**config.mk**
```make
export PLATFORM = sky130hd
export DESIGN_NAME = byte_serializer_flat
export DESIGN_NICKNAME = d
export VERILOG_FILES = /design/src/rtl/byte_serializer_pkg.sv /design/src/rtl/byte_serializer_if.sv /design/src/rtl/byte_serializer.sv /design/src/flat_wrapper.sv
export SDC_FILE = /design/constraint.sdc
export NUM_CORES = 1
export LEC_CHECK = 0
export ABC_AREA = 1
export CAP_MARGIN = 20
export CORE_MARGIN = 3
export CORE_UTILIZATION = 52
export DETAILED_ROUTE_END_ITERATION = 10
export GPL_ROUTABILITY_DRIVEN = 0
export PLACE_DENSITY = 0.85
export SETUP_SLACK_MARGIN = 0.5
export SYNTH_ARGS = -nofsm -noshare
export SYNTH_HDL_FRONTEND = slang
export SYNTH_SLANG_ARGS = --single-unit
```
**constraint.sdc**
```tcl
create_clock -name clk -period 4.35 [get_ports clk]
set_clock_uncertainty 0.05 [all_clocks]
set_input_delay 1.305 -clock clk [delete_from_list [all_inputs] [get_ports clk]]
set_output_delay 1.305 -clock clk [all_outputs]
set_load 0.01 [all_outputs]
```
**src/rtl/byte_serializer_pkg.sv**
```systemverilog
// Shared constants and state type for the byte serializer.
package byte_serializer_pkg;

    localparam int unsigned BYTE_W    = 8;
    localparam int unsigned NUM_LANES = 4;
    localparam int unsigned IDX_W     = 2;
    localparam int unsigned CNT_W     = 16;

    typedef enum logic {
        ST_IDLE = 1'b0,
        ST_SEND = 1'b1
    } state_t;

endpackage

```
**src/rtl/byte_serializer_if.sv**
```systemverilog
// Word-in / byte-out valid-ready bundle between upstream, serializer and sink.
interface byte_serializer_if #(
    parameter int unsigned W     = byte_serializer_pkg::BYTE_W,
    parameter int unsigned IDX_W = byte_serializer_pkg::IDX_W
);

    logic             in_valid;
    logic             in_ready;
    logic [W-1:0]     in_b1;
    logic [W-1:0]     in_b2;
    logic [W-1:0]     in_b3;
    logic [W-1:0]     in_b4;
    logic             out_valid;
    logic             out_ready;
    logic [W-1:0]     out_data;
    logic [IDX_W-1:0] out_idx;
    logic             out_last;

    modport master (
        output in_valid, in_b1, in_b2, in_b3, in_b4, out_ready,
        input  in_ready, out_valid, out_data, out_idx, out_last
    );

    modport slave (
        input  in_valid, in_b1, in_b2, in_b3, in_b4, out_ready,
        output in_ready, out_valid, out_data, out_idx, out_last
    );

endinterface

```
**src/rtl/byte_serializer.sv**
```systemverilog
// Accepts one word of four byte lanes and emits it one byte per cycle with
// index/last tags; a new word can be taken on the last-byte handshake.
module byte_serializer
    import byte_serializer_pkg::*;
#(
    parameter int unsigned W         = BYTE_W,
    parameter bit          MSB_FIRST = 1'b1
) (
    input  logic                clk,
    input  logic                reset,
    byte_serializer_if.slave    bus,
    output logic                busy,
    output logic [CNT_W-1:0]    word_cnt
);

    state_t           state_q, state_d;
    logic [W-1:0]     sr_q [NUM_LANES];
    logic [W-1:0]     sr_d [NUM_LANES];
    logic [W-1:0]     lane [NUM_LANES];
    logic [IDX_W-1:0] idx_q, idx_d;
    logic [CNT_W-1:0] cnt_q;
    logic             is_last;
    logic             in_fire;
    logic             out_fire;
    logic             last_fire;

    assign lane[0] = bus.in_b1;
    assign lane[1] = bus.in_b2;
    assign lane[2] = bus.in_b3;
    assign lane[3] = bus.in_b4;

    assign busy          = (state_q == ST_SEND);
    assign is_last       = busy && (idx_q == IDX_W'(NUM_LANES - 1));
    assign bus.out_valid = busy;
    assign bus.out_last  = is_last;
    assign bus.out_idx   = idx_q;
    assign bus.out_data  = busy ? sr_q[0] : '0;
    // Ready on the last-byte handshake lets words stream with no idle cycle.
    assign bus.in_ready  = (state_q == ST_IDLE) || (is_last && bus.out_ready);

    assign in_fire   = bus.in_valid && bus.in_ready;
    assign out_fire  = busy && bus.out_ready;
    assign last_fire = is_last && bus.out_ready;
    assign word_cnt  = cnt_q;

    always_comb begin
        state_d = state_q;
        idx_d   = idx_q;
        sr_d    = sr_q;
        unique case (state_q)
            ST_IDLE: if (in_fire) state_d = ST_SEND;
            ST_SEND: if (last_fire && !in_fire) state_d = ST_IDLE;
            default: state_d = ST_IDLE;
        endcase
        // Lane order is fixed at load, so the register only ever shifts toward slot 0.
        if (in_fire) begin
            idx_d = '0;
            for (int unsigned i = 0; i < NUM_LANES; i++) begin
                sr_d[i] = MSB_FIRST ? lane[i] : lane[NUM_LANES - 1 - i];
            end
        end else if (out_fire) begin
            idx_d = idx_q + 1'b1;
            for (int unsigned i = 0; i < NUM_LANES - 1; i++) begin
                sr_d[i] = sr_q[i + 1];
            end
            sr_d[NUM_LANES - 1] = '0;
        end
    end

    always_ff @(posedge clk) begin
        if (reset) begin
            state_q <= ST_IDLE;
            idx_q   <= '0;
            cnt_q   <= '0;
            for (int unsigned i = 0; i < NUM_LANES; i++) begin
                sr_q[i] <= '0;
            end
        end else begin
            state_q <= state_d;
            idx_q   <= idx_d;
            sr_q    <= sr_d;
            if (last_fire) cnt_q <= cnt_q + 1'b1;
        end
    end

endmodule

```
**src/flat_wrapper.sv**
```systemverilog
// flat-port wrapper written by rule: the top's interface ports become plain ports
module byte_serializer_flat import byte_serializer_pkg::*;
#(
    parameter int unsigned W         = BYTE_W,
    parameter bit          MSB_FIRST = 1'b1
)
  (clk, reset, busy, word_cnt, bus_in_valid, bus_in_b1, bus_in_b2, bus_in_b3, bus_in_b4, bus_out_ready, bus_in_ready, bus_out_valid, bus_out_data, bus_out_idx, bus_out_last);
  byte_serializer_if #(.W(W)) bus_i ();
  input  logic clk;
  input  logic reset;
  output logic busy;
  output logic [CNT_W-1:0] word_cnt;
  input wire logic [$bits(bus_i.in_valid)-1:0] bus_in_valid;
  input wire logic [$bits(bus_i.in_b1)-1:0] bus_in_b1;
  input wire logic [$bits(bus_i.in_b2)-1:0] bus_in_b2;
  input wire logic [$bits(bus_i.in_b3)-1:0] bus_in_b3;
  input wire logic [$bits(bus_i.in_b4)-1:0] bus_in_b4;
  input wire logic [$bits(bus_i.out_ready)-1:0] bus_out_ready;
  output wire logic [$bits(bus_i.in_ready)-1:0] bus_in_ready;
  output wire logic [$bits(bus_i.out_valid)-1:0] bus_out_valid;
  output wire logic [$bits(bus_i.out_data)-1:0] bus_out_data;
  output wire logic [$bits(bus_i.out_idx)-1:0] bus_out_idx;
  output wire logic [$bits(bus_i.out_last)-1:0] bus_out_last;
  assign bus_i.in_valid = bus_in_valid;
  assign bus_i.in_b1 = bus_in_b1;
  assign bus_i.in_b2 = bus_in_b2;
  assign bus_i.in_b3 = bus_in_b3;
  assign bus_i.in_b4 = bus_in_b4;
  assign bus_i.out_ready = bus_out_ready;
  assign bus_in_ready = bus_i.in_ready;
  assign bus_out_valid = bus_i.out_valid;
  assign bus_out_data = bus_i.out_data;
  assign bus_out_idx = bus_i.out_idx;
  assign bus_out_last = bus_i.out_last;
  byte_serializer #(.W(W), .MSB_FIRST(MSB_FIRST)) u_core (.clk(clk), .reset(reset), .bus(bus_i), .busy(busy), .word_cnt(word_cnt));
endmodule
```
==> reports/qor.csv <==
metric,value,unit
clkLatencyLatePin,0.30,ns
cp-end-kind,primary output,
syn_inst,373,
mostFrequentLayoutCells,"nand3_1 (81), nand2_1 (79), clkdlybuf4s50_1 (64)",
syn_to_final_growth,30.5,%
max_freq,266,MHz
synth_nets,411,
fin_crit_sh,86.4,%
vias,2452,
drv_cap,0,
cts.sinks,51,
yosys_warnings,0,
min_period,3.76,ns
p_sw,246,uW
row_count,24,
worst_ep_arrival_time,2.40,ns
ys_ff_latch,51,
p_clk_share,30.3,%
seq_area_frac_synth,40.4,%
leakage,1.53,nW
track_usage,21.7,%
rsz0062_at_grt,no,
cp_slowest_stage_delay,0.52,ns
hpwl,4.14,mm
grt.overflow.total,0,
die_x,75.7,um
viasPerCell,4.93,
io_pins,66,
ctsHoldBuffers,0,
seqPwrFrac,52.4,%
grt_first_pass_wirelength,9.62,mm
wl,5.78,mm
n_antenna_cell,0,
ant_nets,0,
grt_max_degree,41,
path_max_fanout,5,
die_h,75.7,um
start_util,55.8,%
die_area,5740,sq um
min_path_type,reg2reg,
setup_viol,0,
stdcell_count,497,
wl_per_cell,11.6,um
drv_slew,0,
fillerInstances,393,
intPower,724,uW
cts-root-buf,clkbuf_8,
core_area,4530,sq um
clkTransAtPathRegs,0.08,ns
finalHoldViolCount,0,
relSlewSlack,55.0,%
drive_above_1_share,9.72,%
final_common_cell,nand3_1,
switching_share,25.4,%
cp_data_required_time,2.99,ns
clk_path_buf_depth,2,
setup-tns-final,0,ns
syn_area,2530,sq um
h-tree-depth,2,
cts_tree,yes,
start_kind,input port,
tightestPinTransition,0.673,ns
grt_pass1_vias,2149,
finalPower,970,uW
dp.cells,489,
avgSynthCellArea,6.78,sq um
pwr_density_cell,294,nW/um^2
synth_cell_type_count,25,
antenna_found_initial,0,
combPwrFrac,17.3,%
layout.nets,469,
drc,0,
crit_path_cell_trace,clkdlybuf4s50_1 > nand3_2 > nand2_2 > dlygate4sd2_1,
slowest_stage,clkdlybuf4s50_1,
vdd_drop_max,0.162,mV
portBuffers,65,
drtIter0Drc,129,
drtPass1Iterations,4,
cts_buffers,5,
path_class,in2out,
status,finished clean,
==> what timing repair did <==
item / in CTS / in global routing
endpoints found under the setup margin: 1 / 0
setup buffers: 0 / 0
endpoints found under the hold margin: 0 / 0
gates resized for setup: 1 / 0
==> state kept, by name, summed over array words and instances (netlist names) <==
signal / flops
u_core.bus.out_idx: 2
u_core.word_cnt: 16
u_core.sr_q: 32
u_core.bus.out_valid: 1
==> layer usage <==
metal	share of wire [%]	global-route usage [%]	up-vias
met5	0	0	-
met4	1.1	6.02	0
met3	5.4	4.75	6
met2	46	34.0	69
met1	48	30.0	1088
li1	-	-	1289
==> critical path: cells and delay by family <==
kind	cells	cell delay [ns]
AND/OR/NAND/NOR	2	0.29
buffers and inverters	2	0.80
==> cell usage after synthesis (all sizes together) <==
| cell | number | area, sq um |
|---|---|---|
| nand2 | 82 | 315 |
| nand3 | 82 | 415 |
| dfxtp | 51 | 1020 |
| inv | 50 | 188 |
| nor2 | 28 | 129 |
| or2 | 24 | 150 |
| a21oi | 17 | 85.1 |
| buf | 11 | 62.6 |
| clkbuf | 7 | 26.3 |
| o21ai | 7 | 38.8 |
| nor3 | 3 | 15.0 |
| clkinv | 2 | 7.51 |
| ha | 2 | 25.0 |
| nand4 | 2 | 12.5 |
| nor3b | 2 | 15.0 |
| a211oi | 1 | 7.51 |
| and2 | 1 | 6.26 |
| xor2 | 1 | 8.76 |
==> layout make-up <==
| cell class | instances | area [sq um] | share of cell area [%] |
|---|---|---|---|
| multi-input combinational | 252 | 1220 | 37.1 |
| sequential | 51 | 1020 | 30.9 |
| timing repair buffer | 69 | 679 | 20.6 |
| inverter | 52 | 195 | 5.91 |
| clock buffer | 8 | 100 | 3.03 |
| tap | 65 | 81.3 | 2.46 |
==> final timing paths <==
check / from / endpoint / slack, ns / cells past startpoint
setup reg to reg: u_core.bus.out_valid / u_core.sr_q[3] / 1.89 / 7
setup / recovery: bus_out_ready / bus_in_ready / 0.59 / 4
hold / removal: u_core.sr_q[2] / u_core.sr_q[2] / 0.43 / 2
hold reg to reg: u_core.sr_q[2] / u_core.sr_q[2] / 0.43 / 2
==> power by group through the flow <==
| stage | Combinational [mW] | Clock [mW] | Sequential (mW) |
|---|---|---|---|
| floorplan | 0.108 | 0 | 0.514 |
| global placement | 0.163 | 0 | 0.518 |
| detailed placement | 0.166 | 0 | 0.519 |
| CTS | 0.167 | 0.299 | 0.508 |
| global route | 0.188 | 0.318 | 0.512 |
| finish | 0.167 | 0.294 | 0.508 |
==> logic make-up after synthesis <==
logic type	count (synthesis)	synth area share (%)
AO/OA/AOI/OAI	25	5.20
XOR/XNOR	1	0.346
adder cells (fa/ha/maj)	2	0.989
buffers and inverters	70	11.2
flip-flops	51	40.4
AND/OR/NAND/NOR	224	41.9
==> through the flow <==
stage                     setup slack, ns  cell area [sq um]  hold slack (ns)  utilization (%)
after floorplan                      1.26               2530            0.395                -
after global placement              0.316               3200            0.407             70.6
after detailed placement            0.317               3200            0.418             70.6
after CTS                           0.587               3300            0.431             72.8
after global routing                0.540               3300            0.444             72.8
final                               0.592               3300            0.432             72.8
No activity file was read; power rests on OpenSTA's default activity.
